### src/rtl/hdr_pkg.sv
// Shared widths, state encoding and the input-triple struct for the HDR merge stage.
// Every width is derived from the pixel width N and the weight width WW.
package hdr_pkg;
    localparam int N         = 6;
    localparam int WW        = 8;
    localparam int PROD_W    = N + WW;
    localparam int NUM_W     = PROD_W + 2;
    localparam int DEN_W     = WW + 2;
    localparam int DIV_STEPS = N;
    localparam int K_W       = $clog2(DIV_STEPS);

    typedef enum logic [1:0] {IDLE, MAC, DIV, DONE} state_t;

    typedef struct packed {
        logic [N-1:0]  p_high;
        logic [N-1:0]  p_mid;
        logic [N-1:0]  p_low;
        logic [WW-1:0] w_high;
        logic [WW-1:0] w_mid;
        logic [WW-1:0] w_low;
    } triple_t;

    function automatic logic [PROD_W-1:0] mul_pw(input logic [N-1:0] p, input logic [WW-1:0] w);
        return PROD_W'(p) * PROD_W'(w);
    endfunction
endpackage

### src/rtl/div_restoring_serial.sv
// Restoring divider producing one quotient bit per cycle, MSB first.
// quotient shows the finished value combinationally in the cycle where done is high.
module div_restoring_serial
    import hdr_pkg::*;
(
    input  logic             clk,
    input  logic             rst_n,
    input  logic             load,
    input  logic [NUM_W-1:0] num,
    input  logic [DEN_W-1:0] den,
    output logic [N-1:0]     quotient,
    output logic             done
);
    localparam int SH_W = NUM_W + N;

    logic [NUM_W-1:0] rem, rem_nx;
    logic [DEN_W-1:0] den_r;
    logic [K_W-1:0]   k;
    logic [N-1:0]     q, q_nx;
    logic             busy;
    logic [SH_W-1:0]  dsh;
    logic             ge;

    // Compare in a widened domain so den<<k never truncates.
    always_comb begin
        dsh    = SH_W'(den_r) << k;
        ge     = SH_W'(rem) >= dsh;
        rem_nx = ge ? (rem - dsh[NUM_W-1:0]) : rem;
        q_nx   = q;
        q_nx[k] = ge;
    end

    assign quotient = q_nx;
    assign done     = busy && (k == '0);

    always_ff @(posedge clk) begin
        if (!rst_n) begin
            rem   <= '0;
            den_r <= '0;
            k     <= '0;
            q     <= '0;
            busy  <= 1'b0;
        end else if (load) begin
            rem   <= num;
            den_r <= den;
            k     <= K_W'(DIV_STEPS - 1);
            q     <= '0;
            busy  <= 1'b1;
        end else if (busy) begin
            rem <= rem_nx;
            q   <= q_nx;
            if (k == '0) busy <= 1'b0;
            else         k    <= k - 1'b1;
        end
    end
endmodule

### src/rtl/hdr_merge_six.sv
// Fuses three exposure pixels into round(sum(w*p)/sum(w)) behind a valid/ready handshake.
// All-zero weights fall back to the mid exposure and raise zero_w.
module hdr_merge_six
    import hdr_pkg::*;
(
    input  logic          clk,
    input  logic          rst_n,
    input  logic          start,
    output logic          in_ready,
    input  logic [N-1:0]  pixel_high,
    input  logic [N-1:0]  pixel_mid,
    input  logic [N-1:0]  pixel_low,
    input  logic [WW-1:0] w_high,
    input  logic [WW-1:0] w_mid,
    input  logic [WW-1:0] w_low,
    output logic [N-1:0]  pixel_out,
    output logic          out_valid,
    output logic          zero_w
);
    state_t           state, state_nx;
    triple_t          trip;
    logic             zero_flag;
    logic             accept;
    logic [DEN_W-1:0] den_c;
    logic [NUM_W-1:0] num_c;
    logic [N-1:0]     div_q;
    logic             div_done;

    assign in_ready = (state == IDLE) || (state == DONE);
    assign accept   = start && in_ready;

    // Half-denominator bias gives round-half-up on the integer quotient.
    always_comb begin
        den_c = DEN_W'(trip.w_high) + DEN_W'(trip.w_mid) + DEN_W'(trip.w_low);
        num_c = NUM_W'(mul_pw(trip.p_high, trip.w_high))
              + NUM_W'(mul_pw(trip.p_mid,  trip.w_mid))
              + NUM_W'(mul_pw(trip.p_low,  trip.w_low))
              + NUM_W'(den_c >> 1);
    end

    div_restoring_serial u_div (
        .clk      (clk),
        .rst_n    (rst_n),
        .load     (state == MAC),
        .num      (num_c),
        .den      (den_c),
        .quotient (div_q),
        .done     (div_done)
    );

    always_ff @(posedge clk) begin
        if (!rst_n) state <= IDLE;
        else        state <= state_nx;
    end

    always_comb begin
        state_nx = state;
        case (state)
            IDLE:    if (start) state_nx = MAC;
            MAC:     state_nx = DIV;
            DIV:     if (div_done) state_nx = DONE;
            DONE:    state_nx = start ? MAC : IDLE;
            default: state_nx = IDLE;
        endcase
    end

    always_ff @(posedge clk) begin
        if (!rst_n) begin
            trip      <= '0;
            zero_flag <= 1'b0;
            pixel_out <= '0;
            out_valid <= 1'b0;
            zero_w    <= 1'b0;
        end else begin
            out_valid <= 1'b0;
            if (accept)
                trip <= '{p_high: pixel_high, p_mid: pixel_mid, p_low: pixel_low,
                          w_high: w_high, w_mid: w_mid, w_low: w_low};
            if (state == MAC)
                zero_flag <= (den_c == '0);
            // The divider still runs for zero weights so latency stays constant.
            if (state == DIV && div_done) begin
                pixel_out <= zero_flag ? trip.p_mid : div_q;
                zero_w    <= zero_flag;
                out_valid <= 1'b1;
            end
        end
    end
endmodule

### config.mk
export PLATFORM = sky130hd
export DESIGN_NAME = hdr_merge_six
export DESIGN_NICKNAME = d
export VERILOG_FILES = /design/src/rtl/hdr_pkg.sv /design/src/rtl/div_restoring_serial.sv /design/src/rtl/hdr_merge_six.sv
export SDC_FILE = /design/constraint.sdc
export NUM_CORES = 1
export LEC_CHECK = 0
export ABC_AREA = 0
export ABC_CLOCK_PERIOD_IN_PS = 7700
export CAP_MARGIN = 20
export CORE_AREA = 2 2 246 127
export CTS_BUF_LIST = sky130_fd_sc_hd__clkbuf_4 sky130_fd_sc_hd__clkbuf_8
export CTS_CLUSTER_SIZE = 20
export DETAILED_ROUTE_END_ITERATION = 7
export DIE_AREA = 0 0 248 129
export GPL_TIMING_DRIVEN = 0
export SLEW_MARGIN = 20
export SYNTH_ARGS = -nofsm -noshare
export SYNTH_HDL_FRONTEND = slang
export SYNTH_SLANG_ARGS = --single-unit
### constraint.sdc
create_clock -name clk -period 7.7 [get_ports clk]
set_input_delay 1.54 -clock clk [delete_from_list [all_inputs] [get_ports clk]]
set_output_delay 1.54 -clock clk [all_outputs]
set_load 0.01 [all_outputs]
==> flow_summary.json <==
{
  "status": "finished clean",
  "via_per_inst": 5.06,
  "setup_viol_count_final": 0,
  "grtUsageTotal_pct": 20.1,
  "final_cell_area_sq_um": 11500,
  "synth-edff-count": 0,
  "core-area_sq_um": 29800,
  "fin_skew_ns": 0.0120,
  "synthToLayoutAreaGrowth_pct": 12.3,
  "critPathTopFamily": "adder cells",
  "p_seq_share_pct": 20.8,
  "worstSetupPathType": "reg2reg",
  "crit_slowest_cell": "dfxtp_1",
  "clock_latency_ns": 0.41,
  "cts_hold_repair.buffers": 0,
  "postLayoutCoreUtil_pct": 38.7,
  "cp-end-kind": "flip-flop",
  "vias": 8508,
  "cp-startpoint": "trip[9]",
  "postCtsSetupRepairBufs": 0,
  "period_share_pct": 95.3,
  "max_cap_violations": 0,
  "reg2reg_slack_ns": 0.37,
  "synth-async-reset-ratio_pct": 0,
  "hold_path_class": "reg2reg",
  "multi_input_area_sq_um": 7510,
  "yosysWarningCount": 0,
  "drc": 0,
  "grt_pass1_vias": 7996,
  "intPower_mw": 1.70,
  "synth-seq-cells": 89,
  "layout.nets": 1545,
  "syn_area_sq_um": 10300,
  "yosys.area.top_type": "fa_1",
  "switching_share_pct": 54.1,
  "cts_tree": "built",
  "io_pins": 54,
  "cp.arrival_ns": 7.61,
  "leakagePower_nw": 5.28,
  "avgSynthCellArea_sq_um": 8.46,
  "ys.flop_type": "dfxtp_1",
  "clock-sinks": 89,
  "crit_fanout": 8,
  "post_dp_cell_area_sq_um": 11300,
  "place.gp.congestion": 0.920,
  "io_buffers": 53,
  "start_kind": "flip-flop",
  "htree_levels": 3,
  "netlist_top_cells_area": "fa_1 (27%), dfxtp_1 (17%), ha_1 (11%), inv_1 (7.8%), nand2_1 (6.4%)",
  "nFillCells": 3065,
  "clk_pin_slew_ns": 0.11,
  "drtIter0Drc": 710,
  "first_pass_iters": 5,
  "drive_above_1_share_pct": 2.89,
  "power.switching_mw": 2.01,
  "tightestPinTransition_ns": 0.913,
  "hpwl_mm": 26.6,
  "dieWidth_um": 248,
  "antenna_cells": 0,
  "total_power_mw": 3.71,
  "clock_power_share_pct": 9.9,
  "ir_worst_vdd_mv": 0.136,
  "drv_slew": 0,
  "root_buffer": "clkbuf_8",
  "gr-total-overflow": 0,
  "netlist.area_leader.share_pct": 26.5,
  "row_count": 45,
  "rr_endpoint": "u_div.rem[14]",
  "ant_nets": 0,
  "period_needed_ns": 7.33,
  "ff_latch_area_sq_um": 1780,
  "start_util_pct": 34.4,
  "cts_buffer_depth": 2,
  "numCtsBuffers": 9,
  "grt_pass1_wl_mm": 47.6,
  "post_cts_resized": 1,
  "die_h_um": 129,
  "fmax_mhz": 136,
  "r2r_start": "trip[9]",
  "hold_viol_final": 0,
  "rsz0062_at_grt": "no",
  "p_comb_share_pct": 69.2,
  "ff2ff_path_depth": 27,
  "yosysSeqAreaShare_pct": 17.4,
  "wl_per_cell_um": 18.5,
  "synth_nets": 1481,
  "crit_path_max_incr_delay_ns": 0.64,
  "synthCells": 1212,
  "slew_headroom_pct": 39.2,
  "path_buf_inv": 6,
  "crit_end": "u_div.rem[14]",
  "grt_max_degree": 17,
  "drt_wl_total_mm": 31.1,
  "critPathRequiredTime_ns": 7.98,
  "p_per_area_nw_per_um2": 322,
  "antenna_found_initial": 0,
  "ys_types": 64,
  "die_area_sq_um": 32000,
  "crit_cells": 27
}
[power by group through the flow]
stage	Sequential, mW	Combinational (mW)	Clock (mW)
floorplan	0.673	1.80	0
global placement	0.771	2.46	0
detailed placement	0.771	2.50	0
CTS	0.761	2.52	0.369
global route	0.785	2.82	0.387
finish	0.771	2.57	0.369
[sequential cells by signal (all words and copies together) (netlist names)]
name / cells
out_valid: 1
pixel_out: 6
state: 2
trip: 42
u_div.busy: 1
u_div.den_r: 10
u_div.k: 3
u_div.q: 6
u_div.rem: 16
zero_flag: 1
zero_w: 1
[worst register-to-register path, cell delays in order, from the launching register on]
cell	delay [ns]
dfxtp_1	0.64
inv_1	0.12
fa_1	0.52
inv_1	0.04
ha_1	0.24
fa_1	0.42
a21o_1	0.18
a21oi_1	0.21
o21ai_0	0.13
a21oi_1	0.22
xnor2_1	0.23
inv_1	0.16
fa_1	0.58
inv_1	0.06
fa_1	0.47
fa_1	0.49
inv_1	0.05
fa_1	0.52
inv_1	0.04
ha_1	0.32
o21ai_0	0.09
a21oi_1	0.42
o211ai_1	0.14
nand2_1	0.24
a41oi_1	0.21
a21oi_1	0.21
xnor2_1	0.16
o22ai_1	0.10
[cell families (layout without fill, tap and decap cells)]
family	Yosys count	count (layout)	synth area share, %
DFF	89	89	17.4
adders and majority gates	224	224	37.3
AOI/OAI and AO/OA	186	186	11.4
xor gates and xnor gates	24	24	2.05
and+or+nand+nor	393	393	18.3
buffers and inverters	257	326	9.65
muxes	39	39	3.95
[cell usage after synthesis, drive strengths merged, types with 9 or more instances]
master / number
buf: 13
mux2i: 36
and2: 96
o21ai: 28
ha: 88
clkbuf: 30
a21oi: 89
dfxtp: 89
fa: 136
inv: 214
xnor2: 17
nand2b: 11
nand2: 174
nor2b: 9
a211oi: 17
nor3: 14
nand3: 12
nor2: 51
[layer usage]
metal  vias to the layer above  part of all wire [%]  GRT usage (%)
met4                         2                  0.61           2.04
met5                         -                  0.33           2.35
li1                       3990                     -              -
met3                        24                    12           6.95
met2                       354                    34           23.3
met1                      4138                    53           34.1
[cell usage in the layout (no fill, tap or decap), drive strengths merged, types with 9 or more instances in the layout]
cell type	count
fa	136
dfxtp	89
buf	13
nand2b	11
clkbuf	40
a211oi	17
and2	96
mux2i	36
clkdlybuf4s50	53
nand3	12
a21oi	89
o21ai	28
inv	216
nand2	174
xnor2	17
nor2	51
nor2b	9
ha	88
nor3	14
[metrics by stage]
stage	std cells	hold WS (ns)	setup TNS, ns	setup WS [ns]
2_1_floorplan	1212	0.457	0	1.57
3_3_place_gp	1664	0.471	0	0.0205
3_5_place_dp	1664	0.483	-0.0248	-0.0248
4_1_cts	1680	0.484	0	0.321
5_1_grt	1680	0.520	0	0.0415
6_report	1680	0.493	0	0.365
[cell type report]
type / instances / share of cell area [%]
Buffer: 43 / 1.62
Clock buffer: 10 / 1.19
Clock inverter: 6 / 0.641
Inverter: 214 / 6.97
Multi-Input combinational cell: 866 / 65.2
Sequential cell: 89 / 15.5
Tap cell: 399 / 4.33
Timing Repair Buffer: 53 / 4.61
[worst min path at each step]
stage	from	end	slack (ns)	cells past startpoint
floorplan	u_div.q[2]	u_div.q[2]	0.46	2
global placement	u_div.q[2]	u_div.q[2]	0.47	2
detailed placement	u_div.q[2]	u_div.q[2]	0.48	2
CTS	u_div.q[1]	pixel_out[1]	0.48	2
global route	u_div.q[1]	pixel_out[1]	0.52	2
finish	u_div.q[1]	pixel_out[1]	0.49	2
Note: power is estimated with default switching activity, not from simulation.
